<file path="config.mk">
export PLATFORM = sky130hd
export DESIGN_NAME = quad_encoder_bank
export DESIGN_NICKNAME = d
export VERILOG_FILES = /design/src/rtl/quad_encoder_bank.sv
export SDC_FILE = /design/constraint.sdc
export NUM_CORES = 1
export LEC_CHECK = 0
export ABC_AREA = 1
export CAP_MARGIN = 15
export CORE_MARGIN = 2
export CORE_UTILIZATION = 30
export CTS_CLUSTER_SIZE = 25
export DETAILED_ROUTE_END_ITERATION = 12
export SKIP_CTS_REPAIR_TIMING = 1
export SKIP_LAST_GASP = 1
export SLEW_MARGIN = 25
export SYNTH_ARGS = -nofsm -noshare
export SYNTH_HDL_FRONTEND = slang
export SYNTH_SLANG_ARGS = --single-unit
</file>
<file path="constraint.sdc">
create_clock -name clk -period 4.5 [get_ports clk]
set_input_delay 0.675 -clock clk [delete_from_list [all_inputs] [get_ports clk]]
set_output_delay 0.675 -clock clk [all_outputs]
set_load 0.03 [all_outputs]
</file>
<file path="src/rtl/quad_encoder_bank.sv">
// rtl/quad_encoder_bank.sv - bank of filtered 4x quadrature decoders with windowed speed
module quad_encoder_bank #(
    parameter int N_CH   = 3,
    parameter int CNT_W  = 16,
    parameter int WIN_W  = 32,
    parameter int WINDOW = 500000,
    parameter int FILT   = 4
) (
    input  logic                    clk,
    input  logic                    reset_n,
    input  logic [N_CH-1:0]         enc_a,
    input  logic [N_CH-1:0]         enc_b,
    input  logic [N_CH-1:0]         pos_clr,
    input  logic                    err_clr,
    output logic [N_CH*CNT_W-1:0]   position,
    output logic [N_CH*CNT_W-1:0]   speed,
    output logic [N_CH-1:0]         dir,
    output logic [N_CH-1:0]         err,
    output logic                    window_tick
);

    localparam int NL   = 2 * N_CH;
    localparam int FC_W = (FILT > 1) ? $clog2(FILT) : 1;

    // Lines are handled as one vector: A lines in the low half, B lines in the high half.
    logic [NL-1:0]   sync1, sync2, filt, filt_prev;
    logic [FC_W-1:0] fcnt [NL];
    logic [1:0]      boot_cnt;
    logic [N_CH-1:0] prime;
    logic            load;

    logic [CNT_W-1:0] pos_r [N_CH];
    logic [CNT_W-1:0] acc_r [N_CH];
    logic [CNT_W-1:0] spd_r [N_CH];
    logic [WIN_W-1:0] wcnt;
    logic             wrap;

    logic [N_CH-1:0] step_fwd, step_rev, illegal;

    assign load = (boot_cnt == 2'd2);
    assign wrap = (wcnt == WIN_W'(WINDOW - 1));

    function automatic logic [CNT_W-1:0] sat_step(input logic [CNT_W-1:0] a,
                                                  input logic up, input logic dn);
        logic [CNT_W:0] s;
        s = {a[CNT_W-1], a};
        if (up)
            s = s + {{CNT_W{1'b0}}, 1'b1};
        else if (dn)
            s = s - {{CNT_W{1'b0}}, 1'b1};
        if (s[CNT_W] != s[CNT_W-1])
            return s[CNT_W] ? {1'b1, {(CNT_W-1){1'b0}}} : {1'b0, {(CNT_W-1){1'b1}}};
        return s[CNT_W-1:0];
    endfunction

    always_ff @(posedge clk or negedge reset_n) begin
        if (!reset_n) begin
            sync1     <= '0;
            sync2     <= '0;
            filt      <= '0;
            filt_prev <= '0;
            boot_cnt  <= '0;
            prime     <= '0;
            for (int j = 0; j < NL; j++)
                fcnt[j] <= '0;
        end else begin
            sync1 <= {enc_b, enc_a};
            sync2 <= sync1;
            if (boot_cnt != 2'd3)
                boot_cnt <= boot_cnt + 2'd1;
            prime     <= prime | {N_CH{load}};
            // Priming takes the synchronised level as-is so a line idling high is not a step.
            filt_prev <= load ? sync2 : filt;
            for (int j = 0; j < NL; j++) begin
                if (load) begin
                    filt[j] <= sync2[j];
                    fcnt[j] <= '0;
                end else if (sync2[j] == filt[j]) begin
                    fcnt[j] <= '0;
                end else if (fcnt[j] == FC_W'(FILT - 1)) begin
                    filt[j] <= sync2[j];
                    fcnt[j] <= '0;
                end else begin
                    fcnt[j] <= fcnt[j] + 1'b1;
                end
            end
        end
    end

    // Gray position index: 00->0, 10->1, 11->2, 01->3; index delta gives the step.
    always_comb begin
        step_fwd = '0;
        step_rev = '0;
        illegal  = '0;
        for (int i = 0; i < N_CH; i++) begin
            logic [1:0] pidx, cidx, d;
            pidx = {filt_prev[N_CH+i], filt_prev[N_CH+i] ^ filt_prev[i]};
            cidx = {filt[N_CH+i], filt[N_CH+i] ^ filt[i]};
            d    = cidx - pidx;
            step_fwd[i] = prime[i] && (d == 2'd1);
            step_rev[i] = prime[i] && (d == 2'd3);
            illegal[i]  = prime[i] && (d == 2'd2);
        end
    end

    always_ff @(posedge clk or negedge reset_n) begin
        if (!reset_n) begin
            wcnt        <= '0;
            window_tick <= 1'b0;
            dir         <= '0;
            err         <= '0;
            for (int i = 0; i < N_CH; i++) begin
                pos_r[i] <= '0;
                acc_r[i] <= '0;
                spd_r[i] <= '0;
            end
        end else begin
            wcnt        <= wrap ? '0 : wcnt + 1'b1;
            window_tick <= wrap;
            for (int i = 0; i < N_CH; i++) begin
                if (pos_clr[i])
                    pos_r[i] <= '0;
                else if (step_fwd[i])
                    pos_r[i] <= pos_r[i] + 1'b1;
                else if (step_rev[i])
                    pos_r[i] <= pos_r[i] - 1'b1;

                if (wrap) begin
                    spd_r[i] <= sat_step(acc_r[i], step_fwd[i], step_rev[i]);
                    acc_r[i] <= '0;
                end else begin
                    acc_r[i] <= sat_step(acc_r[i], step_fwd[i], step_rev[i]);
                end

                if (step_fwd[i] || step_rev[i])
                    dir[i] <= step_fwd[i];

                if (illegal[i])
                    err[i] <= 1'b1;
                else if (err_clr)
                    err[i] <= 1'b0;
            end
        end
    end

    generate
        for (genvar g = 0; g < N_CH; g++) begin : g_pack
            assign position[g*CNT_W +: CNT_W] = pos_r[g];
            assign speed[g*CNT_W +: CNT_W]    = spd_r[g];
        end
    endgenerate

endmodule
</file>
# [Yosys cells after proc, flatten, opt, wreduce, memory -nomap -nowiden]
# Index checks and enable logic that the tools add are counted.
# W data, S select, Z words.
[word_totals] register_bits=224 wordCells=226 out_inout_bits=103 inputBits=12
[op_classes] eq_ne=36 reduce_logical=30 muxes=96 bitwise_logic=7 add_sub_neg=23
[op_table] operator="$mux W16" count=30
[op_table] operator="$mux W17" count=12
[op_table] operator="$add A16 B2 Y17 const B" count=3
[op_table] operator="$sub A16 B2 Y17 const B" count=3
[op_table] operator="$add A16 B1 Y16 const B" count=3
[op_table] operator="$sub A16 B1 Y16 const B" count=3
[op_table] operator="$mux W2" count=18
[op_table] operator="$mux W1" count=34
[op_table] operator="$add A32 B1 Y32 const B" count=1
[op_table] operator="$eq A32 B19 Y1 const B" count=1
[op_table] operator="$mux W32" count=1
[op_table] operator="$eq A2 B2 Y1 const B" count=13
[op_table] operator="$reduce_bool A2 Y1" count=9
[op_table] operator="$add A2 B1 Y2 const B" count=7
[op_table] operator="$ne A2 B2 Y1 const B" count=7
[op_table] operator="$reduce_and A2 Y1" count=6
[op_table] operator="$logic_and A1 B1 Y1" count=9
[op_table] operator="$reduce_bool A3 Y1" count=3
[op_table] operator="$eq A1 B1 Y1" count=6
[op_table] operator="$eq A2 B1 Y1 const B" count=3
[op_table] operator="$mux W6" count=1
[op_table] operator="$ne A1 B1 Y1" count=6
[op_table] operator="$sub A2 B2 Y2" count=3
[op_table] operator="$xor A1 B1 Y1" count=6
[op_table] operator="2 further kinds" count=4

# [Longest topological paths before layout]
# Gate-level depths: netlist of the first run.
[logic_depth] ltp_word=12 ltp_mapped=20 ltp_nobuf=19

# [Worst setup path before layout of the first run]
# OpenSTA, ideal clock, no wires.
[synth_timing] path_kind="reg-to-reg" start="register filt[3]" end="register pos_r, in the netlist position[15]" path_slack_ns=1.266 stages_incl_launch_ff=20 setup_ns=0.083 n_path_buf=1 required_time_ns=4.417 t_arrival_ns=3.152 period_less_slack_ns=3.234 cell_sequence="dfrtp_1 -> xnor2_1 -> ha_1 -> inv_1 -> nand2_1 -> nand2_1 -> nand2_1 -> nand2_1 -> nand2_2 -> clkbuf_1 -> ha_1 -> a21oi_1 -> nand2_1 -> a21oi_1 -> o21ai_0 -> nand3_1 -> nand2_1 -> nand2_1 -> nand2_1 -> o21ai_0"
[synth_between] elab_chain_len=6 elab_cells_between_ends=9 cone_classes="1 x add/sub; 2 x eq/ne; 2 x mux; 1 x bitwise; 3 x reduce/logical"
[synth_rtl] element="start, declared" line_no="26" source="logic [NL-1:0] sync1, sync2, filt, filt_prev;"
[synth_rtl] element="start signal, assigned by index" line_no="76" source="filt[j] <= sync2[j];"
[synth_rtl] element="start signal, assigned by index" line_no="81" source="filt[j] <= sync2[j];"
[synth_rtl] element="$xor A1 B1 Y1" line_no="98" source="cidx = {filt[N_CH+i], filt[N_CH+i] ^ filt[i]};"
[synth_rtl] element="$sub A2 B2 Y2 (*)" line_no="99" source="d = cidx - pidx;"
[synth_rtl] element="$eq A2 B1 Y1" line_no="100" source="step_fwd[i] = prime[i] && (d == 2'd1);"
[synth_rtl] element="$logic_and A1 B1 Y1" line_no="100"
[synth_rtl] element="$mux W16" line_no="123" source="else if (step_fwd[i])"
[synth_rtl] element="$mux W16" line_no="121" source="if (pos_clr[i])"
[synth_rtl] element="end signal, assigned by index" line_no="124" source="pos_r[i] <= pos_r[i] + 1'b1;"
[synth_rtl] element="end signal, assigned by index" line_no="126" source="pos_r[i] <= pos_r[i] - 1'b1;"
[synth_rtl] element="end, declared" line_no="32" source="logic [CNT_W-1:0] pos_r [N_CH];"
# Mark *: on every way between the ends. The rest lies on a longest branch, timed or not.
# A chain may end at the register's enable or synchronous reset.

# [Final worst setup path of the first run]
[layout_timing] start="register filt[4]" end="register pos_r, in the netlist position[31]"
# The elaborated chain is that of the path after synthesis.

==> results of run 1 <==
## synthesized netlist by cell type (4+ instances only)
cell type	number	area share, %
sky130_fd_sc_hd__a31o_2	4	0.24
sky130_fd_sc_hd__nor2_2	13	0.57
sky130_fd_sc_hd__nor3_1	38	1.3
sky130_fd_sc_hd__xor2_1	47	2.9
sky130_fd_sc_hd__a21oi_1	88	3.1
sky130_fd_sc_hd__nand3_2	4	0.28
sky130_fd_sc_hd__ha_1	66	5.8
sky130_fd_sc_hd__clkbuf_1	13	0.34
sky130_fd_sc_hd__o21bai_1	7	0.37
sky130_fd_sc_hd__inv_1	185	4.8
sky130_fd_sc_hd__or2_2	5	0.22
sky130_fd_sc_hd__o21ai_0	98	3.4
sky130_fd_sc_hd__a21o_1	5	0.26
sky130_fd_sc_hd__nor2_1	187	4.9
sky130_fd_sc_hd__a21boi_0	4	0.21
sky130_fd_sc_hd__inv_2	10	0.26
sky130_fd_sc_hd__nand3b_1	6	0.31
sky130_fd_sc_hd__buf_4	8	0.42
sky130_fd_sc_hd__a21oi_2	21	1.3
sky130_fd_sc_hd__buf_2	19	0.66
sky130_fd_sc_hd__xnor2_1	22	1.3
sky130_fd_sc_hd__nand3_1	94	3.3
sky130_fd_sc_hd__buf_6	8	0.63
sky130_fd_sc_hd__nand2_2	16	0.70
sky130_fd_sc_hd__nand4_1	17	0.74
sky130_fd_sc_hd__nor4_1	12	0.52
sky130_fd_sc_hd__nand2_1	695	18
sky130_fd_sc_hd__nand2_4	10	0.79
sky130_fd_sc_hd__dfrtp_1	224	39
sky130_fd_sc_hd__o21ai_1	6	0.21
## worst register-to-register path, stage by stage, from the launching register on
cell and delay, ns:
sky130_fd_sc_hd__dfrtp_1 0.44, sky130_fd_sc_hd__xnor2_1 0.16, sky130_fd_sc_hd__ha_1 0.24, sky130_fd_sc_hd__inv_1 0.11, sky130_fd_sc_hd__nand2_1 0.09, sky130_fd_sc_hd__nand2_1 0.07, sky130_fd_sc_hd__nand2_1 0.05, sky130_fd_sc_hd__nand2_1 0.17
sky130_fd_sc_hd__nand2_1 0.55, sky130_fd_sc_hd__ha_1 0.62, sky130_fd_sc_hd__nand3_1 0.10, sky130_fd_sc_hd__nand2_1 0.12, sky130_fd_sc_hd__a21oi_1 0.09, sky130_fd_sc_hd__o21ai_0 0.43, sky130_fd_sc_hd__and2_1 0.23, sky130_fd_sc_hd__o21bai_1 0.07
sky130_fd_sc_hd__nand3_1 0.08, sky130_fd_sc_hd__nand2_1 0.05
## sequential cells by signal, indices dropped and copies added (netlist names), 6 cells and up
| name | cells |
|---|---|
| acc_r | 48 |
| position | 48 |
| speed | 48 |
| wcnt | 32 |
| fcnt | 12 |
| filt | 6 |
| filt_prev | 6 |
| sync1 | 6 |
| sync2 | 6 |
## layout by cell type, fill, tap and decap left out, drive strengths merged, types with 8 or more instances in the layout
cell type | Yosys | final
xnor2 | 22 | 22
o21ai | 104 | 104
nand4 | 17 | 17
nor3 | 40 | 40
xor2 | 47 | 47
dfrtp | 224 | 224
nor4 | 13 | 13
clkbuf | 14 | 36
a21oi | 109 | 109
nor2 | 203 | 203
inv | 195 | 195
ha | 66 | 66
bufinv | 0 | 8
clkdlybuf4s50 | 0 | 113
nand2 | 721 | 721
buf | 36 | 17
nand3 | 99 | 99
## cell type report
class                      count  area [sq um]
fill                        4958         30300
clock buffer                  36           792
sequential                   224          5610
multi-input combinational   1503          7680
inverter                     195           733
tap                          615           769
timing repair buffer         130          1280
clock inverter                18           302
## kinds of logic (layout without fill, tap and decap cells)
kind of cell | Yosys count | in the layout | share of synthesized area (%)
adders and majority gates | 69 | 69 | 6.18
AOI/OAI and AO/OA | 254 | 254 | 10.3
buffers and inverters | 245 | 379 | 7.34
DFF | 224 | 224 | 39.1
xor gates and xnor gates | 69 | 69 | 4.22
and+or+nand+nor | 1108 | 1108 | 32.7
muxes | 3 | 3 | 0.210
## worst max-delay path by stage
stage	depth (start not counted)	startpoint	to
CTS	18	filt[4]$_DFFE_PN0P_	position[31]$_DFFE_PN0P_
finish	17	filt[4]$_DFFE_PN0P_	position[31]$_DFFE_PN0P_
detailed placement	17	filt[4]$_DFFE_PN0P_	position[31]$_DFFE_PN0P_
global route	18	filt[4]$_DFFE_PN0P_	position[31]$_DFFE_PN0P_
global placement	18	filt[4]$_DFFE_PN0P_	position[31]$_DFFE_PN0P_
floorplan	19	filt[3]$_DFFE_PN0P_	position[15]$_DFFE_PN0P_
## stage by stage
step	instance area, sq um	util, %	hold slack [ns]	instances
2_1_floorplan	14300	-	0.331	1972
3_3_place_gp	16100	33.8	0.338	2667
3_5_place_dp	16100	33.9	0.344	2667
4_1_cts	17200	36.2	0.210	2721
5_1_grt	17200	36.2	0.240	2721
6_report	17200	36.2	0.182	2721
## per-layer routing
| layer | vias to the layer above | GRT usage [%] | wire [microns] | part of all wire, % |
|---|---|---|---|---|
| met3 | 44 | 2.59 | 1720 | 4.7 |
| met4 | 0 | 3.77 | 671 | 1.8 |
| li1 | 6547 | - | - | - |
| met1 | 5872 | 19.6 | 17300 | 48 |
| met5 | - | 0 | 0 | 0 |
| met2 | 204 | 24.8 | 16600 | 46 |
==> impl_summary.md, run 1 <==
Status
The run finished with clean final reports.

Min path
The worst min-delay path class is input port to asynchronous set/reset pin.

Setup path
At the worst endpoint, the required time is ~5.0 ns. In this design, the largest share of critical-path delay is due to simple AND/OR/NAND/NOR gates. The worst setup path is of the register to register kind. The largest fanout of any net on the critical path is 19. Setup slack on the worst reg-to-reg path comes out at about 0.74 ns. The worst register-to-register path ends at position[31]$_DFFE_PN0P_.

The worst setup path is captured at a register. The biggest cell delay along the critical path is 0.61 ns. The worst register-to-register path begins at filt[4]$_DFFE_PN0P_. Counting cells, the worst reg-to-reg path comes to 17. The cell with the largest stage delay on the worst path is sky130_fd_sc_hd__ha_1.

The critical path launch point type is a register. The endpoint arrival time on the critical path is 4.22 ns. The signal on the critical path passes through xnor2_1, ha_1, inv_1, nand2_1, nand2_1, nand2_1, nand2_1, nand2_1, ha_1, nand3_1, nand2_1, a21oi_1, o21ai_0, and2_1, o21bai_1, nand3_1, nand2_1.

The most used cell along the critical path is sky130_fd_sc_hd__nand2_1. Together, buffers and inverters on the worst path number 1.

Synthesis
The yosys synthesis warning count is 0. The post-synthesis net count is 2053. Among all flip-flop cells after synthesis, the most frequent one is sky130_fd_sc_hd__dfrtp_1. Summing the sequential cell areas from Yosys gives 39.1% of the chip area. The synthesized netlist contains 52 unique library cells. Synthesis handed over a netlist of about 2000 instances. The number of storage elements in the synthesis netlist is 224.

The area of the mapped netlist is around 0.014 sq mm. A synthesized cell averages ~7.3 sq um. Yosys mapped a number of flops with a built-in enable equal to 0. The fraction of registers with async set or reset after synthesis is 100%.

Clocking
For this design, the sink count on the clock tree is approximately 220. At the later pin of the worst-skew pair, clock insertion delay measures 0.57 ns. The worst-case clock buffer depth is 3. The number of clock buffers added by TritonCTS is 29.

The cell at the root of the clock tree is sky130_fd_sc_hd__clkbuf_16. The clock-pin slew on the worst setup and hold paths is 0.06 ns. TritonCTS built the clock tree. The depth of the CTS H-tree is 1.

Timing
The worst path uses a little over four fifths of the clock period. Setup repair after global routing left no endpoint under its margin. The post-route worst setup slack is about 0.74 ns. For the final routed database, the setup TNS stands at 0 ns.

For the pin with the worst max-slew slack, the measured transition is 0.887 ns. The number of failing setup endpoints in the final timing report is 0. The worst pin sits at a relative slew slack of 40.7%.

The clock period minus final worst setup slack is roughly 3.8 ns. The final-report max-slew violation count is 0. The clock skew is between 0.015 and 0.02 ns. The maximum clock frequency is between 200 and 300 MHz.

The total count of hold-check failures in the final report was 0.

Route
The via density per instance is between 4 and 5. The routed length per instance is 13.4 microns. The number of remaining DRC errors is 0.

The total number of vias is 12700. The count of nets left with antenna violations once routing finished came out at 0. The number of DRC markers in iteration 0 is a little under 800. The total routed wirelength is 36400 microns. The first-pass iteration count of the detailed router is 5.

Placed design
Detailed placement finished with a half-perimeter wire length of ~26000 microns. The number of port buffers is 114. The congestion estimate from routability-driven global placement came to 0.863. Timing analysis after detailed placement gives a worst setup slack of 0.829 ns.

Final layout
The antenna cell count is 0. The net count reported at finish is 2164. The growth of design area from synthesis to finish is 19.8%. The post-route netlist has 7.64% of its cells at a drive strength greater than 1.

Floorplanning
The area of the core is 0.0474 sq mm. Measured along the y axis, the die boundary spans about 220 microns. The floorplan die area is about 0.05 sq mm. After floorplanning, the core was divided into 80 placement rows. The effective utilization at floorplan is between 30% and 40%. The width of the chip is between 200 and 250 microns. During I/O placement, the number of pins put on the boundary was between 100 and 150.

Global route
The first-pass GRT wire length is between 60000 and 70000 microns. Entering global routing, the biggest net connects ~110 pins. The initial antenna violation count is 0. The global route total overflow is 0. The overall global routing resource usage is between 10% and 20%. The number of global-route vias before repair is 12700.

Job
Max-cap violations in this run came to 0.
Power of run 1 is left out: the tool's default activity adds up to more than one toggle a clock period on the data nets, which glitch-free logic cannot reach.
==> inputs of run 2 (changes only) <==
==> constraint.sdc (replaced) <==
create_clock -name clk -period 3.85 [get_ports clk]
set_input_delay 0.5775 -clock clk [delete_from_list [all_inputs] [get_ports clk]]
set_output_delay 0.5775 -clock clk [all_outputs]
set_load 0.03 [all_outputs]
==> run 2 against run 1 <==
Net effect: clock skew increased by 0.012 ns; non-clock buffer count increased by 10; register-to-register slack got worse by 0.22 ns; utilization decreased by 0.087 points; die area unchanged; critical path depth increased by 1; worst hold slack improved by 0.16 ns; setup slack got worse by 0.22 ns; cell count increased by 0.29%; via count increased by 2.0%; largest cell class unchanged.
==> impl_summary.md, run 2 (synthesis gave the netlist of run 1 again) <==
Timing
The final-layout setup total negative slack is 0 ns (unchanged). The clock period minus final worst setup slack is 3.33 ns (was 3.76 ns). The part of the cycle the worst path needs is 86.6% (was 83.6%). The remaining max-slew budget at the tightest pin is 53.1% (was 40.7%). Unrepaired setup endpoints after global routing: no (unchanged). The clock skew is 0.0276 ns (was 0.0161 ns).

The total count of hold-check failures in the final report came to 0 (unchanged). The actual slew at the worst max-slew pin came to 0.704 ns (was 0.887 ns). The number of failing setup endpoints in the final timing report came to 0 (unchanged). The maximum clock frequency is 300 MHz (was 266 MHz). The final-report max-slew violation count is 0 (unchanged).

Floorplanning
The number of rows in the core area is 80 (unchanged). The area of the core came to 0.0474 sq mm (unchanged). The width of the chip is 223 microns (unchanged). The effective utilization at floorplan was 30.2% (unchanged). The die outline height is 223 microns (unchanged). The number of ports placed on the die boundary is 115 (unchanged). The floorplan die area is 0.0495 sq mm (unchanged).

Global route
The global route total overflow is 0 (unchanged). The overall global routing resource usage is 14.7% (was 14.8%). The number of global-route vias before repair is 12600 (was 12700). The first-pass GRT wire length is 61600 microns (was 61900 microns).

The pin count of the biggest net entering global routing came to 77 (was 107). The initial antenna violation count is 1 (was 0).

Setup path
The biggest cell delay along the critical path was 0.44 ns (was 0.61 ns). The endpoint of the worst-slack reg-to-reg timing path is position[24]$_DFFE_PN0P_ (was position[31]$_DFFE_PN0P_). The cell with the largest stage delay on the worst path was sky130_fd_sc_hd__dfrtp_1 (was sky130_fd_sc_hd__ha_1). The required time of the critical path is 4.34 ns (was 4.96 ns). Cell breakdown of the critical path: xnor2_1, ha_1, inv_1, nand2_1, nand2_1, nand2_1, nand2_1, nand2_1, buf_4, fa_1, nand2_1, o21ai_0, nand3_1, nand2_1, a31o_2, nand2_1, nand2_1, o21ai_0 (was xnor2_1, ha_1, inv_1, nand2_1, nand2_1, nand2_1, nand2_1, nand2_1, ha_1, nand3_1, nand2_1, a21oi_1, o21ai_0, and2_1, o21bai_1, nand3_1, nand2_1). The origin of the critical flop-to-flop path is filt[4]$_DFFE_PN0P_ (unchanged). The setup slack of the worst register-to-register path is 0.52 ns (was 0.74 ns). The start-to-end type of the worst setup path is register to register (unchanged).

The number of cells traversed by the worst register-to-register path came to 18 (was 17). The most used cell along the critical path is sky130_fd_sc_hd__nand2_1 (unchanged). The endpoint arrival time on the critical path came to 3.82 ns (was 4.22 ns). The capturing element type of the critical path is a register (unchanged).

The largest fanout of any net on the critical path was 21 (was 19). The total buffers and inverters traversed by the critical path is 2 (was 1). The critical path launch point type is a register (unchanged). The top cell family by delay on the critical path is simple AND/OR/NAND/NOR gates (unchanged).

Clocking
The clock network latency to the later pin of the worst-skew pair is 0.57 ns (about the same). The depth of the CTS H-tree is 1 (unchanged). The CTS tree is yes (unchanged). The cell at the root of the clock tree is sky130_fd_sc_hd__clkbuf_16 (unchanged). The worst-case clock buffer depth came to 3 (unchanged).

The clock-pin slew on the worst setup and hold paths is 0.06 ns (about the same). The CTS buffer count is 28 (was 29). The number of sinks handled by clock tree synthesis is 224 (unchanged).

Final layout
The growth of design area from synthesis to finish was 19.5% (was 19.8%). Leading cell types in the layout, fill and taps excluded: 695 x sky130_fd_sc_hd__nand2_1, 224 x sky130_fd_sc_hd__dfrtp_1, 187 x sky130_fd_sc_hd__nor2_1 (was 695 x sky130_fd_sc_hd__nand2_1, 224 x sky130_fd_sc_hd__dfrtp_1, 186 x sky130_fd_sc_hd__nor2_1). The number of filler instances in the final layout was 5017 (was 4958). The antenna cell count was 0 (unchanged). The net count reported at finish is 2173 (was 2164). The most frequent standard cell in the layout excluding fill and tap cells is sky130_fd_sc_hd__nand2_1 (unchanged). The fraction of layout instances using a drive strength above 1 is 7.85% (was 7.64%).

Route
The via density per instance is 4.73 (was 4.66). The remaining number of nets flagged by the antenna check after routing is 0 (unchanged). The total number of vias is 12900 (was 12700). The routed length per instance is 13.2 microns (was 13.4 microns). The total routed wirelength was 36100 microns (was 36400 microns). The number of DRC markers in iteration 0 is 699 (was 793). The number of remaining DRC errors is 0 (unchanged). The first-pass iteration count of the detailed router is 5 (unchanged).

Placed design
The estimated wirelength of the detail-placed design is 26400 microns (was 26000 microns). The number of port buffers is 114 (unchanged). The final weighted congestion of routability-driven global placement is 0.882 (was 0.863).

Min path
The worst min-delay path class was register to register (was input port to asynchronous set/reset pin). The startpoint identified for the worst hold timing path is sync1[4]$_DFF_PN0_. Along the worst hold path, the cell count comes to 0. For hold timing, the worst endpoint is sync2[4]$_DFF_PN0_.

Status
Run status: complete, no violations (unchanged).

Job
The max-cap violation count came to 0 (unchanged).
-- run 2: cell count changes in the layout (fill, tap and decap cells not counted), moves of 2 or more --
| cell | before | now |
|---|---|---|
| sky130_fd_sc_hd__clkinv_4 | 0 | 2 |
| sky130_fd_sc_hd__clkbuf_8 | 4 | 6 |
| sky130_fd_sc_hd__clkinvlp_4 | 3 | 1 |
| sky130_fd_sc_hd__buf_4 | 15 | 23 |
| sky130_fd_sc_hd__bufinv_16 | 8 | 3 |
-- run 2: cell type report --
cell class                 instances  area (sq um)  area share, %
tap                              615           769           4.50
multi-input combinational       1503          7670           44.8
inverter                         195           733           4.28
sequential                       224          5610           32.7
clock buffer                      37           795           4.64
timing repair buffer             140          1370           8.00
clock inverter                    15           175           1.02
-- run 2: how the worst max path moves through the flow --
stage / from / end / slack [ns] / cells after the start
2_1_floorplan: filt[3]$_DFFE_PN0P_ / position[15]$_DFFE_PN0P_ / 0.62 / 19
3_3_place_gp: filt[3]$_DFFE_PN0P_ / position[11]$_DFFE_PN0P_ / 0.62 / 16
3_5_place_dp: filt[0]$_DFFE_PN0P_ / position[11]$_DFFE_PN0P_ / 0.54 / 16
4_1_cts: filt[4]$_DFFE_PN0P_ / position[24]$_DFFE_PN0P_ / 0.52 / 18
5_1_grt: filt[3]$_DFFE_PN0P_ / position[15]$_DFFE_PN0P_ / 0.15 / 17
6_report: filt[4]$_DFFE_PN0P_ / position[24]$_DFFE_PN0P_ / 0.52 / 18
-- run 2: per-stage QoR --
stage | hold WS (ns) | utilization, % | instance area, sq um | std cells | setup slack, ns
finish | 0.343 | 36.1 | 17100 | 2729 | 0.517
global route | 0.358 | 36.1 | 17100 | 2729 | 0.153
CTS | -0.0366 | 36.1 | 17100 | 2728 | 0.519
detailed placement | 0.335 | 34.0 | 16100 | 2676 | 0.536
global placement | 0.336 | 34.0 | 16100 | 2676 | 0.622
floorplan | 0.282 | - | 14300 | 1972 | 0.616
-- run 2: per-layer routing --
metal  track usage (%)  routed length, microns  vias up
met5                 0                      12        -
li1                  -                       -     6565
met2              24.2                   16300      244
met1              19.8                   17200     6049
met4              3.96                     802        2
met3              2.43                    1780       55
-- run 2: worst register-to-register path, cell delays in order, from the launching register on --
cell and delay [ns]:
sky130_fd_sc_hd__dfrtp_1 0.44, sky130_fd_sc_hd__xnor2_1 0.16, sky130_fd_sc_hd__ha_1 0.24, sky130_fd_sc_hd__inv_1 0.10, sky130_fd_sc_hd__nand2_1 0.07, sky130_fd_sc_hd__nand2_1 0.07
sky130_fd_sc_hd__nand2_1 0.04, sky130_fd_sc_hd__nand2_1 0.19, sky130_fd_sc_hd__nand2_1 0.30, sky130_fd_sc_hd__buf_4 0.33, sky130_fd_sc_hd__fa_1 0.44, sky130_fd_sc_hd__nand2_1 0.11
sky130_fd_sc_hd__o21ai_0 0.14, sky130_fd_sc_hd__nand3_1 0.12, sky130_fd_sc_hd__nand2_1 0.09, sky130_fd_sc_hd__a31o_2 0.22, sky130_fd_sc_hd__nand2_1 0.05, sky130_fd_sc_hd__nand2_1 0.04
sky130_fd_sc_hd__o21ai_0 0.13
Power of run 2 is left out for the same reason.
